## config.mk

```make
export PLATFORM = sky130hd
export DESIGN_NAME = health_manager
export DESIGN_NICKNAME = d
export VERILOG_FILES = /design/src/rtl/health_manager.sv
export SDC_FILE = /design/constraint.sdc
export NUM_CORES = 1
export LEC_CHECK = 0
export BUFFER_PORTS_ARGS = -buffer_cell sky130_fd_sc_hd__buf_4
export CAP_MARGIN = 15
export CORE_MARGIN = 4
export CORE_UTILIZATION = 25
export CTS_BUF_LIST = sky130_fd_sc_hd__clkbuf_8
export DETAILED_ROUTE_END_ITERATION = 8
export GPL_TIMING_DRIVEN = 0
export PLACE_DENSITY = 0.43
export SLEW_MARGIN = 20
export SYNTH_ARGS = -nofsm -noshare
export SYNTH_HDL_FRONTEND = slang
export SYNTH_SLANG_ARGS = --single-unit
```

## constraint.sdc

```tcl
create_clock -name clk -period 2.35 [get_ports clk]
set_input_delay 0 -clock clk [delete_from_list [all_inputs] [get_ports clk]]
set_output_delay 0 -clock clk [all_outputs]
set_load 0.005 [all_outputs]
```

## src/rtl/health_manager.sv

```systemverilog
// Two-player health tracker: round FSM, per-hit damage with invulnerability window, KO and winner.
// Optional macro HEALTH_REGEN_EN adds periodic +1 regeneration while fighting.
module health_manager #(
  parameter int unsigned FULL_HEALTH   = 31,
  parameter int unsigned INVULN_CYCLES = 4,
  parameter int unsigned REGEN_PERIOD  = 8
) (
  input  logic       clk,
  input  logic       rst_n,
  input  logic       round_start,
  input  logic       hit_l,
  input  logic [4:0] dmg_l,
  input  logic       hit_r,
  input  logic [4:0] dmg_r,
  output logic [4:0] curr_health_l,
  output logic [4:0] curr_health_r,
  output logic       ko,
  output logic [1:0] winner,
  output logic       fighting
);

  localparam int unsigned InvW    = 26;
  localparam logic [4:0]  FullH   = 5'(FULL_HEALTH);
  localparam logic [InvW-1:0] InvLoad = InvW'(INVULN_CYCLES);

  if (FULL_HEALTH < 1 || FULL_HEALTH > 31 || INVULN_CYCLES < 1 || REGEN_PERIOD < 1)
  begin : gen_param_check
    $error("health_manager: parameter out of range");
  end

  typedef enum logic [1:0] {StIdle, StFight, StKo} state_e;

  state_e          state_q, state_d;
  logic [4:0]      health_l_q, health_l_d, health_r_q, health_r_d;
  logic [InvW-1:0] inv_l_q, inv_l_d, inv_r_q, inv_r_d;
  logic [1:0]      winner_q, winner_d;
  logic            acc_l, acc_r;

`ifdef HEALTH_REGEN_EN
  localparam int unsigned RegenW = (REGEN_PERIOD > 1) ? $clog2(REGEN_PERIOD) : 1;
  localparam logic [RegenW-1:0] RegenLast = RegenW'(REGEN_PERIOD - 1);
  logic [RegenW-1:0] regen_l_q, regen_l_d, regen_r_q, regen_r_d;
`endif

  // 6-bit difference so an oversized hit clamps at 0 instead of wrapping.
  function automatic logic [4:0] sat_sub(input logic [4:0] h, input logic [4:0] d);
    logic [5:0] diff;
    diff = {1'b0, h} - {1'b0, d};
    return diff[5] ? 5'd0 : diff[4:0];
  endfunction

  function automatic logic [InvW-1:0] inv_next(input logic acc, input logic [InvW-1:0] cnt);
    if (acc) return InvLoad;
    if (cnt != '0) return cnt - InvW'(1);
    return cnt;
  endfunction

  assign acc_l = (state_q == StFight) && !round_start && hit_l && (inv_l_q == '0);
  assign acc_r = (state_q == StFight) && !round_start && hit_r && (inv_r_q == '0);

  always_comb begin
    state_d    = state_q;
    health_l_d = health_l_q;
    health_r_d = health_r_q;
    inv_l_d    = inv_l_q;
    inv_r_d    = inv_r_q;
    winner_d   = winner_q;
`ifdef HEALTH_REGEN_EN
    regen_l_d  = regen_l_q;
    regen_r_d  = regen_r_q;
`endif
    if (round_start) begin
      state_d    = StFight;
      health_l_d = FullH;
      health_r_d = FullH;
      inv_l_d    = '0;
      inv_r_d    = '0;
      winner_d   = 2'b00;
`ifdef HEALTH_REGEN_EN
      regen_l_d  = '0;
      regen_r_d  = '0;
`endif
    end else if (state_q == StFight) begin
      inv_l_d = inv_next(acc_l, inv_l_q);
      inv_r_d = inv_next(acc_r, inv_r_q);
      if (acc_l) health_l_d = sat_sub(health_l_q, dmg_l);
      if (acc_r) health_r_d = sat_sub(health_r_q, dmg_r);
`ifdef HEALTH_REGEN_EN
      if (acc_l) begin
        regen_l_d = '0;
      end else if (regen_l_q == RegenLast) begin
        regen_l_d = '0;
        if (health_l_q != 5'd0 && health_l_q < FullH) health_l_d = health_l_q + 5'd1;
      end else begin
        regen_l_d = regen_l_q + RegenW'(1);
      end
      if (acc_r) begin
        regen_r_d = '0;
      end else if (regen_r_q == RegenLast) begin
        regen_r_d = '0;
        if (health_r_q != 5'd0 && health_r_q < FullH) health_r_d = health_r_q + 5'd1;
      end else begin
        regen_r_d = regen_r_q + RegenW'(1);
      end
`endif
      if (health_l_d == 5'd0 || health_r_d == 5'd0) begin
        state_d  = StKo;
        winner_d = {health_l_d == 5'd0, health_r_d == 5'd0};
      end
    end
  end

  always_ff @(posedge clk or negedge rst_n) begin
    if (!rst_n) begin
      state_q    <= StIdle;
      health_l_q <= FullH;
      health_r_q <= FullH;
      inv_l_q    <= '0;
      inv_r_q    <= '0;
      winner_q   <= 2'b00;
    end else begin
      state_q    <= state_d;
      health_l_q <= health_l_d;
      health_r_q <= health_r_d;
      inv_l_q    <= inv_l_d;
      inv_r_q    <= inv_r_d;
      winner_q   <= winner_d;
    end
  end

`ifdef HEALTH_REGEN_EN
  always_ff @(posedge clk or negedge rst_n) begin
    if (!rst_n) begin
      regen_l_q <= '0;
      regen_r_q <= '0;
    end else begin
      regen_l_q <= regen_l_d;
      regen_r_q <= regen_r_d;
    end
  end
`endif

  assign curr_health_l = health_l_q;
  assign curr_health_r = health_r_q;
  assign winner        = winner_q;
  assign ko            = (state_q == StKo);
  assign fighting      = (state_q == StFight);

endmodule

```

======== Word level (Yosys, flattened, before mapping) ========
Index checks and enable logic that the tools add are counted.
operators by class
  add/sub/neg operators ................... 4
  eq/ne operators ......................... 2
  muxes and demuxes ....................... 44
  reduce and logical (&&, ||, !) cells .... 20
operator list
  operator                                                               number
  26-bit two-way mux                                                     12
  5-bit two-way mux                                                      12
  26-bit zero test                                                       2
  26-bit nonzero test                                                    2
  26-bit by 1-bit subtractor with 26-bit output (second input constant)  2
  1-bit two-way mux                                                      14
  2-bit two-way mux                                                      6
  5-bit by 5-bit subtractor with 6-bit output                            2
  5-bit zero test                                                        2
  2-bit AND reduction                                                    3
  3-bit nonzero test                                                     2
  1-bit logical AND                                                      5
  2-bit nonzero test                                                     2
  2-bit by 1-bit == test with 1-bit output (second input constant)       1
  2-bit == test (second input constant)                                  1
  1-bit zero test                                                        1
  1-bit logical OR                                                       1
word-level totals
  register bits ........................... 66
  input port bits ......................... 15
  output and inout bits ................... 14
  logic and storage cells ................. 76

======== Logic depth before layout (Yosys ltp) ========
Gate-level depths: netlist of run 1.
  word-level depth ........................ 14
  depth in mapped cells ................... 10
  depth with buffers taken out ............ 9

======== Worst setup path before layout of run 1 ========
OpenSTA, ideal clock, no wires.
  kind .................................... register to register
  start ................................... register health_r_q[0], in the netlist curr_health_r[0]
  end ..................................... register state_q[0]
  library setup time ...................... 120 ps
  data arrival time ....................... 2440 ps
  required time ........................... 2230 ps
  path slack .............................. -210 ps
  cell stages (with the launch flop) ...... 9
  path buffers ............................ 0
  period minus slack after synthesis ...... 2560 ps
  cells stage by stage .................... dfstp_2 -> inv_1 -> ha_1 -> fa_1 -> nand2b_1 -> a211o_1 -> a311oi_1 -> o311ai_0 -> a41o_1
on the way
  longest elaborated chain between the ends .. 9
ends and longest elaborated chain
  element                                      RTL line  RTL
  start, declared                              34        logic [4:0] health_l_q, health_l_d, health_r_q, health_r_d;
  start signal, assigned                       117       health_r_q <= FullH;
  start signal, assigned                       124       health_r_q <= health_r_d;
  5-bit by 5-bit subtractor with 6-bit output  48        diff = {1'b0, h} - {1'b0, d};
  5-bit two-way mux                            49        return diff[5] ? 5'd0 : diff[4:0];
  5-bit two-way mux (*)                        87        if (acc_r) health_r_d = sat_sub(health_r_q, dmg_r);
  5-bit two-way mux (*)                        83        end else if (state_q == StFight) begin
  5-bit two-way mux (*)                        72        if (round_start) begin
  5-bit zero test (*)                          106       if (health_l_d == 5'd0 || health_r_d == 5'd0) begin
  1-bit logical OR (*)                         106
  2-bit nonzero test (no source line) (*)      --
  2-bit AND reduction (no source line) (*)     --
  end signal, assigned                         115       state_q <= StIdle;
  end signal, assigned                         122       state_q <= state_d;
  end, declared                                33        state_e state_q, state_d;
Every way passes the cells marked *; elsewhere a longest branch is shown, timed or not. The select of a mux whose other input is x is not followed.
A chain may end at the register's enable or synchronous reset.

======== Worst setup path after layout of run 1 ========
Same ends and word-level chain as after synthesis.

==> impl_metrics.csv, run 1 <==
group,metric,value,unit
run_status,status,"finished, violations left",
run_status,violations,"negative setup slack",
sta,fin_crit_sh,1.04,
sta,tns,-0.516,ns
worst_setup_path,cp_max_fo,4,
worst_setup_path,cp_top_family,"compound AO/OA/AOI/OAI gates",
sta,slew_headroom,0.433,
final_layout,final_area,5700,um^2
place,io_buffer_count,28,
place,dpl_cell_area,4660,um^2
routing,drtPass1Iterations,5,
final_layout,final_nets,561,
worst_setup_path,crit_arrival,2.71,ns
global_route,grt_max_degree,67,
die,floorplan.rows,46,
global_route,antenna_found_initial,0,
sta,fmax,407,MHz
place,dpl.hpwl,7660,um
clocking,cts.sinks,66,
synthesis,synth_edf_count,0,
sta,setup_ws,-0.105,ns
worst_setup_path,crit_type,"reg2reg",
worst_setup_path,end_kind,"flop",
routing,viasPerCell,4.96,
clocking,clockBufferDepth,2,
synthesis,ys.flop_type,"dfrtp_1",
clocking,ctsHtreeMaxLevel,3,
routing,vias,3732,
sta,finalClockSkew,0.00956,ns
sta,drv_slew,0,
final_layout,multiInputGateArea,2800,um^2
synthesis,synth.distinct_cells,63,
routing,drt_wl_total,11600,um
worst_setup_path,worst_ep_required_time,2.60,ns
final_layout,antenna_cells,0,
clocking,cts_buffers,9,
routing,first_iter_violations,199,
global_route,grt_pass1_wl,19000,um
clocking,cts_root_buf,"clkbuf_8",
synthesis,yosysSeqAreaShare,0.401,
synthesis,synth_area,4150,um^2
final_layout,fillers,1664,
die,die-width,137,um
sta,worstMarginPinSlew,0.850,ns
synthesis,syn_nets,490,
worst_setup_path,critPathBufInv,1,
power_and_ir_drop,power_density,1450,nW/um^2
final_layout,area_delta_synth_final,37.3,%
worst_setup_path,cp_slowest_cell,"dfstp_2",
synthesis,avgSynthCellArea,9.02,um^2
place,gp_congestion,0.794,
final_layout,regArea,1660,um^2
routing,drtAntennaViolNets,0,
worst_setup_path,cp-start-kind,"flop",
global_route,grtUsageMet1,0.167,
global_route,overflow,0,
global_route,grtUsageMet2,0.210,
die,die_h,137,um
worst_hold_path,hp-class,"in2reg",
synthesis,ys_async_sr_fraction,1.00,
synthesis,yosys_warnings,0,
die,ioPinCount,29,
synthesis,synth_seq_cells,66,
clocking,cts_tree,"done",
sta,setup_viol,15,
final_layout,postLayoutCoreUtil,0.355,
routing,drc,0,
die,initial_core_util,0.258,
synthesis,synth_cells,460,
routing,post_drt_wl_per_cell,15.5,um
worst_setup_path,critical_path.max_stage_delay,0.55,ns
power_and_ir_drop,power.leakage,2.33,nW
sta,finalHoldViolations,0,
worst_setup_path,worstPathCellList,"inv_2 -> ha_4 -> fa_2 -> nand2b_4 -> a211o_1 -> a311oi_4 -> o311ai_4 -> a41o_1",
clocking,clk_pin_slew,0.07,ns
power_and_ir_drop,ir_drop,0.000535,V
global_route,use_met3,0.0368,
die,core,16100,um^2
die,die-area,18700,um^2
clocking,clk_latency,0.36,ns
sta,finalCriticalPeriod,2.46,ns
global_route,grt_pass1_vias,3755,
sta,rsz0062_at_grt,"true",
final_layout,final_cell_mix,"56 x dfrtp_1, 55 x nor2_1, 52 x buf_4",
final_layout,final_common_cell,"dfrtp_1",
flow_run,maxCapViolations,0,
global_route,track_usage,0.128,
final_layout,drive_gt1_frac,0.317,
global_route,grt_busiest_layer,"met2",
tightest hold or removal path, cell delays in order:
cell and delay, ns:
buf_4 0.09, fa_2 0.22, o31ai_1 0.08
area by class of cell:
cell class	instances	area share
plain buffers	12	0.0127
multi-input cells	352	0.491
repair buffers	63	0.0947
clock inverters	6	0.0198
clock buffers	10	0.0242
flip-flops and latches	66	0.292
inverters	27	0.0178
well taps	216	0.0475
worst paths after layout:
| path | start | endpoint | slack (ns) | cells after the start |
|---|---|---|---|---|
| worst max register to register | curr_health_r[0] | state_q[0] | -0.11 | 8 |
| worst max-delay path | curr_health_r[0] | state_q[0] | -0.11 | 8 |
| worst min register to register | curr_health_r[2] | curr_health_r[2] | 0.52 | 2 |
| worst min-delay path | dmg_l[1] | curr_health_l[1] | 0.02 | 3 |
| max in group asynchronous | rst_n | winner[1] | 1.52 | 2 |
| min in group asynchronous | rst_n | inv_l_q[11] | 0.29 | 2 |
state kept, by name, summed over array words and instances (netlist names):
name / cells
curr_health_r: 5
inv_r_q: 26
winner: 2
state_q: 2
inv_l_q: 26
curr_health_l: 5
through the flow:
| stage | cells | power [mW] | hold WS (ns) | worst slack [ns] |
|---|---|---|---|---|
| 6_report | 752 | 8.25 | 0.0237 | -0.105 |
| 3_5_place_dp | 704 | 5.41 | 0.194 | -0.366 |
| 4_1_cts | 742 | 7.34 | 0.000342 | -0.105 |
| 2_1_floorplan | 460 | 4.60 | -0.296 | 0.0118 |
| 3_3_place_gp | 704 | 5.39 | 0.188 | -0.322 |
| 5_1_grt | 752 | 8.91 | 0.00850 | -0.180 |
Yosys cell counts, types with 6 or more instances:
| cell | n | area [um^2] |
|---|---|---|
| a21oi_1 | 19 | 95.1 |
| clkbuf_1 | 12 | 45.0 |
| dfrtp_1 | 56 | 1400 |
| dfstp_2 | 10 | 263 |
| ha_1 | 13 | 163 |
| inv_1 | 26 | 97.6 |
| nand2_1 | 30 | 113 |
| nand3_1 | 13 | 65.1 |
| nand4_1 | 6 | 37.5 |
| nor2_1 | 67 | 251 |
| nor3_1 | 10 | 50.1 |
| nor4_1 | 14 | 87.6 |
| o211ai_1 | 14 | 105 |
| o21ai_0 | 18 | 90.1 |
| o311ai_0 | 6 | 52.6 |
| o31ai_1 | 9 | 67.6 |
| or3_1 | 9 | 56.3 |
| or4_1 | 8 | 60.1 |
| xnor2_1 | 15 | 131 |
| xor2_1 | 24 | 210 |
per-layer routing:
layer,wire length [um],up-vias,share of wire
li1,-,1830,-
met1,5360,1829,0.46
met2,5620,58,0.48
met3,458,15,0.039
met4,193,0,0.017
met5,0,-,0
cell families after synthesis:
logic type / count (synthesis) / share of synthesized area
adder cells (fa/ha/maj): 15 / 0.0489
AO/OA/AOI/OAI: 106 / 0.181
buffers and inverters: 43 / 0.0416
XOR/XNOR: 39 / 0.0823
flip-flops: 66 / 0.401
multiplexers: 1 / 0.00241
AND/OR/NAND/NOR: 190 / 0.243
where the power goes:
group / switching [mW] / internal [mW]
registers: 0.470 / 1.53
logic: 2.78 / 2.25
clock network: 0.483 / 0.737
total: 3.74 / 4.51
what timing repair did:
action                     4_1_cts  5_1_grt
hold endpoints to repair        58        0
cloned                           2        1
buffers inserted                19       11
resized for setup               58       62
hold buffers                     3        0
pin swaps                       17       24
setup endpoints to repair       55       60
Power figures use the tool's default switching activity.
==> inputs of run 2 (changes only) <==
TNS_END_PERCENT = 30   (was not set)
==> run 2 against run 1 <==
Fmax is 0.32% higher. Critical endpoint unchanged. Combinational power is 9.9% lower. The flow still finishes with violations (negative setup slack). Count of clock-buffer cells in the layout stayed put.
==> impl_metrics.csv, run 2 (same netlist as run 1, synthesis figures left out) <==
group,metric,value,unit
sta,fin_crit_sh,1.04,
global_route,track_usage,0.128,
worst_setup_path,critical_path.max_stage_delay,0.55,ns
place,pre_cts_ws,-0.366,ns
routing,first_iter_violations,237,
power_and_ir_drop,p_comb_frac,0.586,
global_route,grt_pass1_vias,3737,
die,die-area,18700,um^2
worst_setup_path,cp.depth,8,
worst_setup_path,r2r-end,"state_q[0]",
routing,drtAntennaViolNets,0,
power_and_ir_drop,ir_drop,0.000562,V
worst_setup_path,cp-start-kind,"flop",
final_layout,postLayoutCoreUtil,0.344,
final_layout,final_cell_mix,"60 x nor2_1, 56 x dfrtp_1, 52 x buf_4",
power_and_ir_drop,power.leakage,2.31,nW
sta,rsz0062_at_grt,"true",
worst_setup_path,end_kind,"flop",
sta,tns,-0.498,ns
final_layout,antenna_cells,0,
routing,drt_wl_total,11400,um
place,io_buffer_count,28,
worst_setup_path,cp_max_fo,4,
place,dpl.hpwl,7660,um
final_layout,final_common_cell,"nor2_1",
power_and_ir_drop,power_density,1400,nW/um^2
final_layout,reg_top3,"inv_l_q x26, inv_r_q x26",
sta,drv_slew,0,
power_and_ir_drop,switching_share,0.446,
final_layout,area_delta_synth_final,33.3,%
final_layout,fillers,1692,
routing,post_drt_wl_per_cell,15.2,um
clocking,cts_root_buf,"clkbuf_8",
sta,finalClockSkew,0.0100,ns
die,core,16100,um^2
global_route,antenna_found_initial,0,
worst_setup_path,worstPathCellList,"inv_2 -> ha_4 -> fa_2 -> nand2b_4 -> a211o_1 -> a311oi_4 -> o311ai_4 -> a41o_1",
worst_setup_path,critPathBufInv,1,
worst_setup_path,reg2regPathDepth,8,
run_status,violations,"negative setup slack",
routing,viasPerCell,4.92,
clocking,cts.sinks,66,
clocking,cts_buffers,9,
sta,finalCriticalPeriod,2.45,ns
worst_setup_path,r2r_setup_slack,-0.1,ns
worst_setup_path,worst_ep_required_time,2.61,ns
place,gp_congestion,0.794,
flow_run,maxCapViolations,0,
clocking,ctsHtreeMaxLevel,3,
power_and_ir_drop,netSwitchingPower,3.45,mW
power_and_ir_drop,total_power,7.73,mW
die,die_h,137,um
worst_hold_path,hp-class,"in2reg",
routing,vias,3698,
sta,setup_ws,-0.0976,ns
sta,worstMarginPinSlew,0.855,ns
worst_setup_path,cp_top_family,"compound AO/OA/AOI/OAI gates",
worst_hold_path,hold_end,"curr_health_l[1]",
routing,drc,0,
final_layout,final_nets,560,
die,die-width,137,um
global_route,overflow,0,
die,floorplan.rows,46,
final_layout,multiInputGateArea,2650,um^2
die,ioPinCount,29,
clocking,clk_pin_slew,0.08,ns
global_route,grt_pass1_wl,19000,um
clocking,clockBufferDepth,2,
sta,fmax,409,MHz
sta,whs,0.0214,ns
power_and_ir_drop,clock_power_share,0.158,
final_layout,drive_gt1_frac,0.290,
worst_setup_path,crit_arrival,2.71,ns
worst_hold_path,min_from,"dmg_l[1]",
worst_setup_path,r2r-start,"curr_health_r[0]",
sta,slew_headroom,0.430,
worst_setup_path,crit_type,"reg2reg",
sta,setup_viol,13,
worst_setup_path,cp_slowest_cell,"dfstp_2",
global_route,grt_max_degree,67,
die,initial_core_util,0.258,
worst_hold_path,hold_depth,3,
power_and_ir_drop,pwr-share-seq,0.256,
final_layout,regArea,1660,um^2
sta,finalHoldViolations,0,
clocking,clk_latency,0.37,ns
clocking,cts_tree,"done",
power_and_ir_drop,p_int,4.28,mW
run_status,status,"finished, violations left",
routing,drtPass1Iterations,4,
run 2: cell types whose count changed in the layout (fill, tap and decap cells not counted), sizes merged:
| cell | delta |
|---|---|
| a31oi | -1 |
| buf | -1 |
| clkbuf | +1 |
run 2: power groups by stage:
stage | sequential [mW] | clock, mW | combinational (mW)
5_1_grt | 2.03 | 1.32 | 5.02
3_3_place_gp | 1.94 | 0 | 3.45
6_report | 1.98 | 1.22 | 4.53
3_5_place_dp | 1.94 | 0 | 3.47
4_1_cts | 1.93 | 1.27 | 4.10
2_1_floorplan | 1.85 | 0 | 2.75
run 2: worst reg2reg max path: cells and delay by family, from the launching register on:
| kind | cells | cell delay [ns] |
|---|---|---|
| fa+ha+maj | 2 | 0.50 |
| flops | 1 | 0.55 |
| simple gates | 1 | 0.16 |
| buf+inv | 1 | 0.04 |
| compound gates | 4 | 1.10 |
run 2: how the worst max path moves through the flow:
stage | start | to | slack [ns]
6_report | curr_health_r[0] | state_q[0] | -0.1
3_3_place_gp | inv_r_q[3] | inv_r_q[4] | -0.32
2_1_floorplan | curr_health_l[0] | winner[0] | 0.01
3_5_place_dp | curr_health_l[0] | state_q[1] | -0.37
5_1_grt | inv_r_q[3] | inv_r_q[13] | -0.19
4_1_cts | curr_health_r[0] | state_q[0] | -0.11
run 2: area by class of cell:
class                      instances  area share
clock inverter                     6      0.0204
inverter                          27      0.0183
sequential                        66       0.301
multi-input combinational        351       0.480
clock buffer                      10      0.0249
tap                              216      0.0489
buffer                            15      0.0170
timing repair buffer              60      0.0903
run 2: repair_timing:
| item | CTS | global route |
|---|---|---|
| hold buffers | 3 | 0 |
| setup endpoints to repair | 55 | 60 |
| endpoints found under the hold margin | 58 | 0 |
| setup buffers | 19 | 8 |
| resized for setup | 54 | 35 |
| cloned | 2 | 0 |
| pin swaps | 17 | 11 |
run 2: stage by stage:
stage	cell area, um^2	std cells
floorplan	4180	460
finish	5530	751
CTS	5340	743
global route	5530	751
global placement	4660	704
detailed placement	4660	704
run 2: per-layer routing:
metal	global-route usage	up-vias	wire length [um]
met5	0	-	0
met4	0.0322	0	167
met3	0.0368	14	476
met2	0.209	60	5420
met1	0.167	1802	5330
li1	-	1822	-
==> inputs of run 3 (changes only) <==
RECOVER_POWER = 50   (was not set)
TNS_END_PERCENT = not set   (was 30)
==> run 3 against run 2 <==
The flow finishes with violations (max-capacitance violations, max-slew violations, negative setup slack). Global-route usage up 0.054 points. Power up 6.7%. Sequential share of layout area down 0.85 points. Combinational power up 11%. Via count up 1.0%. Critical endpoint unchanged. Largest power group unchanged. Highest routed layer unchanged.
==> impl_metrics.csv, run 3 (same netlist as run 1, synthesis figures left out) <==
group,metric,value,unit
run_status,status,"finished, violations left",
run_status,violations,"max-capacitance violations, max-slew violations, negative setup slack",
place,dp.cells,704,
clocking,cts_buffers,9,
place,pre_cts_ws,-0.366,ns
global_route,grt_max_degree,67,
place,dpl.hpwl,7660,um
die,initial_core_util,0.258,
final_layout,drive_gt1_frac,0.317,
power_and_ir_drop,ir_drop,0.000535,V
routing,vias,3735,
clocking,ctsHtreeMaxLevel,3,
sta,rsz0062_at_grt,"true",
die,die-area,18700,um^2
final_layout,final_nets,561,
power_and_ir_drop,switching_share,0.453,
sta,setup_viol,15,
sta,worstMarginPinSlew,1.66,ns
global_route,overflow,0,
final_layout,postLayoutCoreUtil,0.355,
power_and_ir_drop,power.leakage,2.33,nW
routing,drtPass1Iterations,5,
final_layout,final_cell_mix,"56 x dfrtp_1, 55 x nor2_1, 49 x buf_4",
sta,finalCriticalPeriod,2.46,ns
die,ioPinCount,29,
clocking,cts.sinks,66,
clocking,clockBufferDepth,2,
final_layout,final_area,5690,um^2
routing,drc,0,
power_and_ir_drop,power_density,1450,nW/um^2
final_layout,reg_top3,"inv_l_q x26, inv_r_q x26",
power_and_ir_drop,p_int,4.51,mW
power_and_ir_drop,clock_power_share,0.148,
routing,drt_wl_total,11600,um
clocking,cts_root_buf,"clkbuf_8",
sta,drv_slew,67,
global_route,antenna_found_initial,0,
final_layout,area_delta_synth_final,37.2,%
power_and_ir_drop,p_comb_frac,0.610,
flow_run,maxCapViolations,1,
die,floorplan.rows,46,
sta,tns,-0.516,ns
routing,post_drt_wl_per_cell,15.5,um
worst_setup_path,cp_max_fo,4,
global_route,grt_pass1_wl,19000,um
final_layout,antenna_cells,0,
sta,setup_ws,-0.105,ns
power_and_ir_drop,pwr-share-seq,0.242,
sta,slew_headroom,-0.103,
sta,whs,0.0244,ns
worst_setup_path,end_kind,"flop",
clocking,clk_latency,0.36,ns
routing,first_iter_violations,199,
global_route,track_usage,0.128,
worst_setup_path,crit_arrival,2.71,ns
power_and_ir_drop,total_power,8.25,mW
routing,drtAntennaViolNets,0,
sta,finalHoldViolations,0,
place,dpl_cell_area,4660,um^2
clocking,clk_pin_slew,0.07,ns
die,die_h,137,um
routing,viasPerCell,4.97,
worst_hold_path,hp-class,"in2reg",
global_route,grt_pass1_vias,3755,
sta,fin_crit_sh,1.04,
power_and_ir_drop,netSwitchingPower,3.74,mW
place,io_buffer_count,28,
sta,fmax,407,MHz
final_layout,fin_cells,752,
die,die-width,137,um
worst_setup_path,crit_type,"reg2reg",
final_layout,final_common_cell,"dfrtp_1",
die,core,16100,um^2
worst_setup_path,worst_ep_required_time,2.60,ns
place,gp_congestion,0.794,
clocking,cts_tree,"done",
sta,finalClockSkew,0.00947,ns
worst_setup_path,cp-start-kind,"flop",
## run 3: cell count changes in the layout (fill, tap and decap cells not counted), moves of 2 or more
cell,before,now
buf_4,52,49
buf_6,5,7
clkbuf_4,0,2
nor2_1,60,55
nor2_4,3,7
nor4_1,9,5
nor4_2,3,5
nor4_4,4,6
o21ai_0,15,13
o311ai_0,1,3
o311ai_1,2,0
xnor2_1,15,13
xnor2_2,0,2
## run 3: per-layer routing
metal  vias to the layer above  track usage  routed length (um)
met3                        15       0.0368                 457
met5                         -            0                   0
met4                         0       0.0322                 193
met2                        58        0.210                5620
met1                      1832        0.167                5360
li1                       1830            -                   -
## run 3: power by group through the flow
stage / Clock, mW / Combinational, mW / Sequential [mW]
after CTS: 1.27 / 4.14 / 1.93
final: 1.22 / 5.03 / 2.00
after floorplan: 0 / 2.75 / 1.85
after detailed placement: 0 / 3.47 / 1.94
after global routing: 1.33 / 5.53 / 2.05
after global placement: 0 / 3.45 / 1.94
## run 3: layout make-up
type / instances / area [um^2]
Multi-Input combinational cell: 352 / 2800
Clock inverter: 6 / 113
Inverter: 27 / 101
Tap cell: 216 / 270
Buffer: 12 / 72.6
Sequential cell: 66 / 1660
Fill cell: 1663 / 10400
Timing Repair Buffer: 63 / 537
Clock buffer: 10 / 138
## run 3: final timing paths
check	from	endpoint	slack, ns	cells after the start
max	curr_health_r[0]	state_q[0]	-0.11	8
min	dmg_l[1]	curr_health_l[1]	0.02	3
max reg2reg	curr_health_r[0]	state_q[0]	-0.11	8
min reg2reg	curr_health_r[2]	curr_health_r[2]	0.52	2
max in group asynchronous	rst_n	winner[1]	0.77	2
min in group asynchronous	rst_n	inv_l_q[11]	0.61	2
## run 3: what timing repair did
item	4_1_cts	5_1_grt
buffers inserted	19	11
endpoints found under the hold margin	58	0
gates resized for setup	58	62
cloned	2	1
pin swaps	17	24
setup endpoints to repair	55	60
hold buffers	3	0
## run 3: worst max-delay path, cell delays in order (launching register included)
cell,delay (ns)
dfstp_2,0.55
inv_2,0.04
ha_4,0.15
fa_2,0.36
nand2b_4,0.16
a211o_1,0.29
a311oi_4,0.35
o311ai_4,0.20
a41o_1,0.24
